===== src/rtl/cond_pkg.sv =====
// Shared types and constants for the condition unit (cond_unit, cond_check).
package cond_pkg;

   typedef enum logic [3:0] {
      COND_EQ = 4'h0,
      COND_NE = 4'h1,
      COND_CS = 4'h2,
      COND_CC = 4'h3,
      COND_MI = 4'h4,
      COND_PL = 4'h5,
      COND_VS = 4'h6,
      COND_VC = 4'h7,
      COND_HI = 4'h8,
      COND_LS = 4'h9,
      COND_GE = 4'hA,
      COND_LT = 4'hB,
      COND_GT = 4'hC,
      COND_LE = 4'hD,
      COND_AL = 4'hE,
      COND_NV = 4'hF
   } cond_e;

   localparam int FLAG_N       = 3;
   localparam int FLAG_Z       = 2;
   localparam int FLAG_C       = 1;
   localparam int FLAG_V       = 0;
   localparam int FLAGW_NZ     = 1;
   localparam int FLAGW_CV     = 0;
   localparam int SQUASH_CNT_W = 16;

endpackage


===== src/rtl/cond_check.sv =====
// Purely combinational evaluation of a 4-bit condition code against NZCV.
module cond_check
   import cond_pkg::*;
(
   input  logic [3:0] cond,
   input  logic [3:0] nzcv,
   output logic       pass
);

   logic n, z, c, v;

   assign n = nzcv[FLAG_N];
   assign z = nzcv[FLAG_Z];
   assign c = nzcv[FLAG_C];
   assign v = nzcv[FLAG_V];

   always_comb begin
      pass = 1'b1;
      case (cond_e'(cond))
         COND_EQ: pass = z;
         COND_NE: pass = !z;
         COND_CS: pass = c;
         COND_CC: pass = !c;
         COND_MI: pass = n;
         COND_PL: pass = !n;
         COND_VS: pass = v;
         COND_VC: pass = !v;
         COND_HI: pass = c & !z;
         COND_LS: pass = !c | z;
         COND_GE: pass = (n == v);
         COND_LT: pass = (n != v);
         COND_GT: pass = !z & (n == v);
         COND_LE: pass = z | (n != v);
         default: pass = 1'b1;
      endcase
   end

endmodule


===== src/rtl/cond_unit.sv =====
// Condition unit: gates decoder strobes, holds NZCV and counts squashed instructions.
// Optional COND_FLAG_BYPASS_EN forwards same-cycle alu_flags into the evaluation.
module cond_unit
   import cond_pkg::*;
(
   input  logic                    clk,
   input  logic                    rst,
   input  logic [3:0]              alu_flags,
   input  logic [3:0]              cond,
   input  logic [1:0]              flag_w,
   input  logic                    instr_valid,
   input  logic                    reg_w_in,
   input  logic                    mem_w_in,
   input  logic                    pc_s_in,
   output logic                    reg_w_out,
   output logic                    mem_w_out,
   output logic                    pc_s_out,
   output logic                    cond_ex,
   output logic [3:0]              flags_q,
   output logic [SQUASH_CNT_W-1:0] squash_cnt
);

   logic [3:0]              flags_d;
   logic [SQUASH_CNT_W-1:0] squash_cnt_d, squash_cnt_q;
   logic [3:0]              eval_flags;
   logic                    pass;

`ifdef COND_FLAG_BYPASS_EN
   // Forward each field pair the current instruction is writing.
   always_comb begin
      eval_flags = flags_q;
      if (instr_valid && flag_w[FLAGW_NZ])
         eval_flags[FLAG_N:FLAG_Z] = alu_flags[FLAG_N:FLAG_Z];
      if (instr_valid && flag_w[FLAGW_CV])
         eval_flags[FLAG_C:FLAG_V] = alu_flags[FLAG_C:FLAG_V];
   end
`else
   assign eval_flags = flags_q;
`endif

   cond_check u_cond_check (
      .cond (cond),
      .nzcv (eval_flags),
      .pass (pass)
   );

   assign cond_ex   = instr_valid & pass;
   assign reg_w_out = reg_w_in & cond_ex;
   assign mem_w_out = mem_w_in & cond_ex;
   assign pc_s_out  = pc_s_in  & cond_ex;

   always_comb begin
      flags_d = flags_q;
      if (cond_ex && flag_w[FLAGW_NZ])
         flags_d[FLAG_N:FLAG_Z] = alu_flags[FLAG_N:FLAG_Z];
      if (cond_ex && flag_w[FLAGW_CV])
         flags_d[FLAG_C:FLAG_V] = alu_flags[FLAG_C:FLAG_V];
   end

   // Saturating count of real instructions whose condition failed.
   always_comb begin
      squash_cnt_d = squash_cnt_q;
      if (instr_valid && !pass && (squash_cnt_q != {SQUASH_CNT_W{1'b1}}))
         squash_cnt_d = squash_cnt_q + 1'b1;
   end

   always_ff @(posedge clk or posedge rst) begin
      if (rst) begin
         flags_q      <= 4'b0000;
         squash_cnt_q <= '0;
      end else begin
         flags_q      <= flags_d;
         squash_cnt_q <= squash_cnt_d;
      end
   end

   assign squash_cnt = squash_cnt_q;

endmodule


===== config.mk =====
export PLATFORM = sky130hd
export DESIGN_NAME = cond_unit
export DESIGN_NICKNAME = d
export VERILOG_FILES = /design/src/rtl/cond_pkg.sv /design/src/rtl/cond_check.sv /design/src/rtl/cond_unit.sv
export SDC_FILE = /design/constraint.sdc
export NUM_CORES = 1
export LEC_CHECK = 0
export CAP_MARGIN = 20
export CELL_PAD_IN_SITES_DETAIL_PLACEMENT = 0
export CELL_PAD_IN_SITES_GLOBAL_PLACEMENT = 2
export CORE_ASPECT_RATIO = 0.6
export CORE_MARGIN = 4
export CORE_UTILIZATION = 30
export CTS_CLUSTER_DIAMETER = 100
export DETAILED_ROUTE_END_ITERATION = 7
export GPL_TIMING_DRIVEN = 0
export PLACE_DENSITY_LB_ADDON = 0.25
export SETUP_SLACK_MARGIN = 0.2
export SLEW_MARGIN = 20
export SYNTH_ARGS = -nofsm -noshare
export SYNTH_HDL_FRONTEND = slang
export SYNTH_SLANG_ARGS = --single-unit

===== constraint.sdc =====
create_clock -name clk -period 4.3 [get_ports clk]
set_clock_uncertainty 0.05 [all_clocks]
set_input_delay 0.43 -clock clk [delete_from_list [all_inputs] [get_ports clk]]
set_output_delay 0.43 -clock clk [all_outputs]
set_load 0.05 [all_outputs]

==> impl_metrics.py <==
metrics = {
    "drt": {
        "via_count": 1070,
        "ant_nets": 0,
        "drc_errors": 0,
        "drt_iter0_markers": 56,
        "dr.pass1.iters": 4,
        "via_per_inst": 5.19,
        "wire_per_inst_um": 15.1,
        "routed_wl_um": 3110,
    },
    "sta": {
        "hold_viol": 0,
        "finalSetupTns_ns": 0,
        "slew_headroom_pct": 48.3,
        "rsz0062_at_grt": "no",
        "worstMarginPinSlew_ns": 0.774,
        "holdWs_ns": 0.440,
        "fin_crit_sh_pct": 87.5,
        "slew_viol_final": 0,
        "setup_viol": 0,
        "fmax_mhz": 266,
        "finalCriticalPeriod_ns": 3.76,
        "fin_ws_ns": 0.539,
    },
    "clock_network": {
        "ctsResizeCount": 0,
        "cts-root-buf": "clkbuf_8",
        "cts_sinks": 20,
        "cts_max_path_buffers": 2,
        "htree_num_levels": 1,
        "cts_made_buffers": 3,
        "clk_latency_ns": 0.25,
        "path_clk_slew_ns": 0.07,
        "post-cts-setup-buffer-count": 0,
        "cts_hold_buf": 0,
        "cts_tree": "yes",
    },
    "logic_synthesis": {
        "synth_seq_area_share_pct": 40.3,
        "synthCells": 118,
        "syn-num-nets": 135,
        "synthesis.area_um2": 1240,
        "syn_area_per_cell_um2": 10.5,
        "ys_ff_latch": 20,
        "synth-edff-count": 0,
        "ys_top_cells_by_area": "dfrtp_1, xnor2_1, xor2_1, mux2_1, and2_1",
        "synth_async_sr_flop_share_pct": 100,
        "synth_common_cells": "dfrtp_1, nand2_1, xnor2_1, xor2_1, and2_1",
        "synth_top_area_share_pct": 40.3,
        "synth.distinct_cells": 42,
        "yosys_warnings": 0,
        "synth-main-ff-cell": "dfrtp_1",
        "yosys.area.top_type": "dfrtp_1",
        "synth_most_common_cell": "dfrtp_1",
    },
    "floorplanning": {
        "fp.dieW_um": 91.0,
        "die_area_um2": 5260,
        "num_io_pins": 40,
        "rows": 17,
        "start_util_pct": 32.4,
        "coreArea_um2": 3830,
        "die-height_um": 57.8,
    },
    "pwr": {
        "powerDensity_nw_per_um2": 465,
        "ir_drop_mv": 0.206,
        "p_leak_nw": 0.721,
    },
    "worst_setup_path": {
        "r2r-end": "flags_q[3]",
        "setup.reg_to_reg.worst_slack_ns": 2.02,
        "end_kind": "primary output",
        "crit_required_ns": 3.82,
        "cp_max_fo": 8,
        "start_kind": "input pin",
        "arrival_ns": 3.28,
        "r2r_start": "flags_q[3]",
        "reg2reg_depth": 6,
        "criticalPathCategory": "input pin to primary output",
    },
    "place": {
        "gp_congestion": 0.741,
        "dp_hpwl_um": 2470,
        "place_ws_ns": 0.559,
        "io_buffers": 38,
    },
    "flow_run": {
        "drv_cap": 0,
    },
    "min_path": {
        "hp-class": "flip-flop to flip-flop",
        "min_to": "squash_cnt[5]",
        "hp-start": "squash_cnt[5]",
        "whs_path_depth": 1,
    },
    "global_routing": {
        "grt-ovfl-total": 0,
        "grt_usage_pct": 12.2,
        "grt_pass1_vias": 1066,
        "antenna_found_initial": 0,
        "top_usage_layer": "met2",
        "grt_max_degree": 21,
        "grt_use_met3_pct": 4.80,
        "grt_pass1_wl_um": 5200,
        "use_met1_pct": 17.6,
        "use_met2_pct": 17.8,
    },
    "status": {
        "status": "complete, no violations",
    },
    "cells_and_area": {
        "nets": 178,
        "area_delta_synth_final_pct": 38.7,
        "drive_above_1_share_pct": 13.2,
        "antenna_cells": 0,
    },
}
[worst max-delay path: stages]
cell and delay (ns):
clkdlybuf4s50_1 0.61, nand2_2 0.10, or4_4 0.49, a311oi_2 0.35
a211oi_2 0.14, nor2b_2 0.20, and2_1 0.15, clkdlybuf4s50_1 0.80
[power by group]
group | switching [mW] | internal [mW] | total (mW) | leakage, nW
combinational | 0.243 | 0.152 | 0.394 | 0.439
clock | 0.0577 | 0.0623 | 0.120 | 0.0216
sequential | 0.0591 | 0.226 | 0.285 | 0.261
[area by class of cell]
type	count	area [um^2]
tap	47	58.8
fill	354	2110
clock buffer	3	41.3
timing repair buffer	38	380
sequential	20	500
buffer	3	33.8
multi-input combinational	92	696
inverter	3	11.3
[how the worst max path moves through the flow]
stage / startpoint / end / slack (ns) / depth (start not counted)
global placement: cond[3] / reg_w_out / 0.59 / 8
detailed placement: cond[3] / mem_w_out / 0.56 / 8
global route: cond[3] / mem_w_out / 0.41 / 8
floorplan: flags_q[0] / mem_w_out / 1.13 / 6
finish: cond[3] / mem_w_out / 0.54 / 8
CTS: cond[3] / mem_w_out / 0.54 / 8
[layout by cell type (no fill, tap or decap), types with 3 or more instances in the layout]
cell type / instances
a21oi_1: 3
a31oi_1: 3
and2_1: 6
and3_1: 5
buf_6: 3
clkbuf_8: 3
clkdlybuf4s50_1: 38
dfrtp_1: 20
inv_1: 3
mux2_1: 4
nand2_1: 9
nand3_1: 4
nand4_1: 4
nor2_1: 3
nor3_1: 3
xnor2_1: 8
xor2_1: 8
[flip-flops by register name, summed over array words and instances, names as in the netlist]
register and cells:
squash_cnt 16, flags_q 4
[cells by family (layout without fill, tap and decap cells)]
kind of cell / Yosys count / count (layout) / synth area share (%)
simple gates: 55 / 55 / 28.9
flops: 20 / 20 / 40.3
xor+xnor: 16 / 16 / 11.3
compound gates: 14 / 14 / 9.17
mux: 6 / 6 / 5.64
buf+inv: 6 / 47 / 3.63
fa+ha+maj: 1 / 1 / 1.01
[stage by stage]
step           std cells  utilization (%)  instance area [um^2]  power [mW]
5_1_grt              206             45.0                  1720       0.843
6_report             206             45.0                  1720       0.800
3_5_place_dp         203             43.9                  1680       0.686
4_1_cts              206             45.0                  1720       0.809
2_1_floorplan        118                -                  1240       0.544
3_3_place_gp         203             43.9                  1680       0.678
[layer usage]
| layer | wire [um] | share of wire (%) |
|---|---|---|
| met1 | 1640 | 53 |
| met2 | 1280 | 41 |
| met3 | 182 | 5.8 |
| met4 | 13 | 0.42 |
| met5 | 0 | 0 |
(Power assumes the default switching activity.)
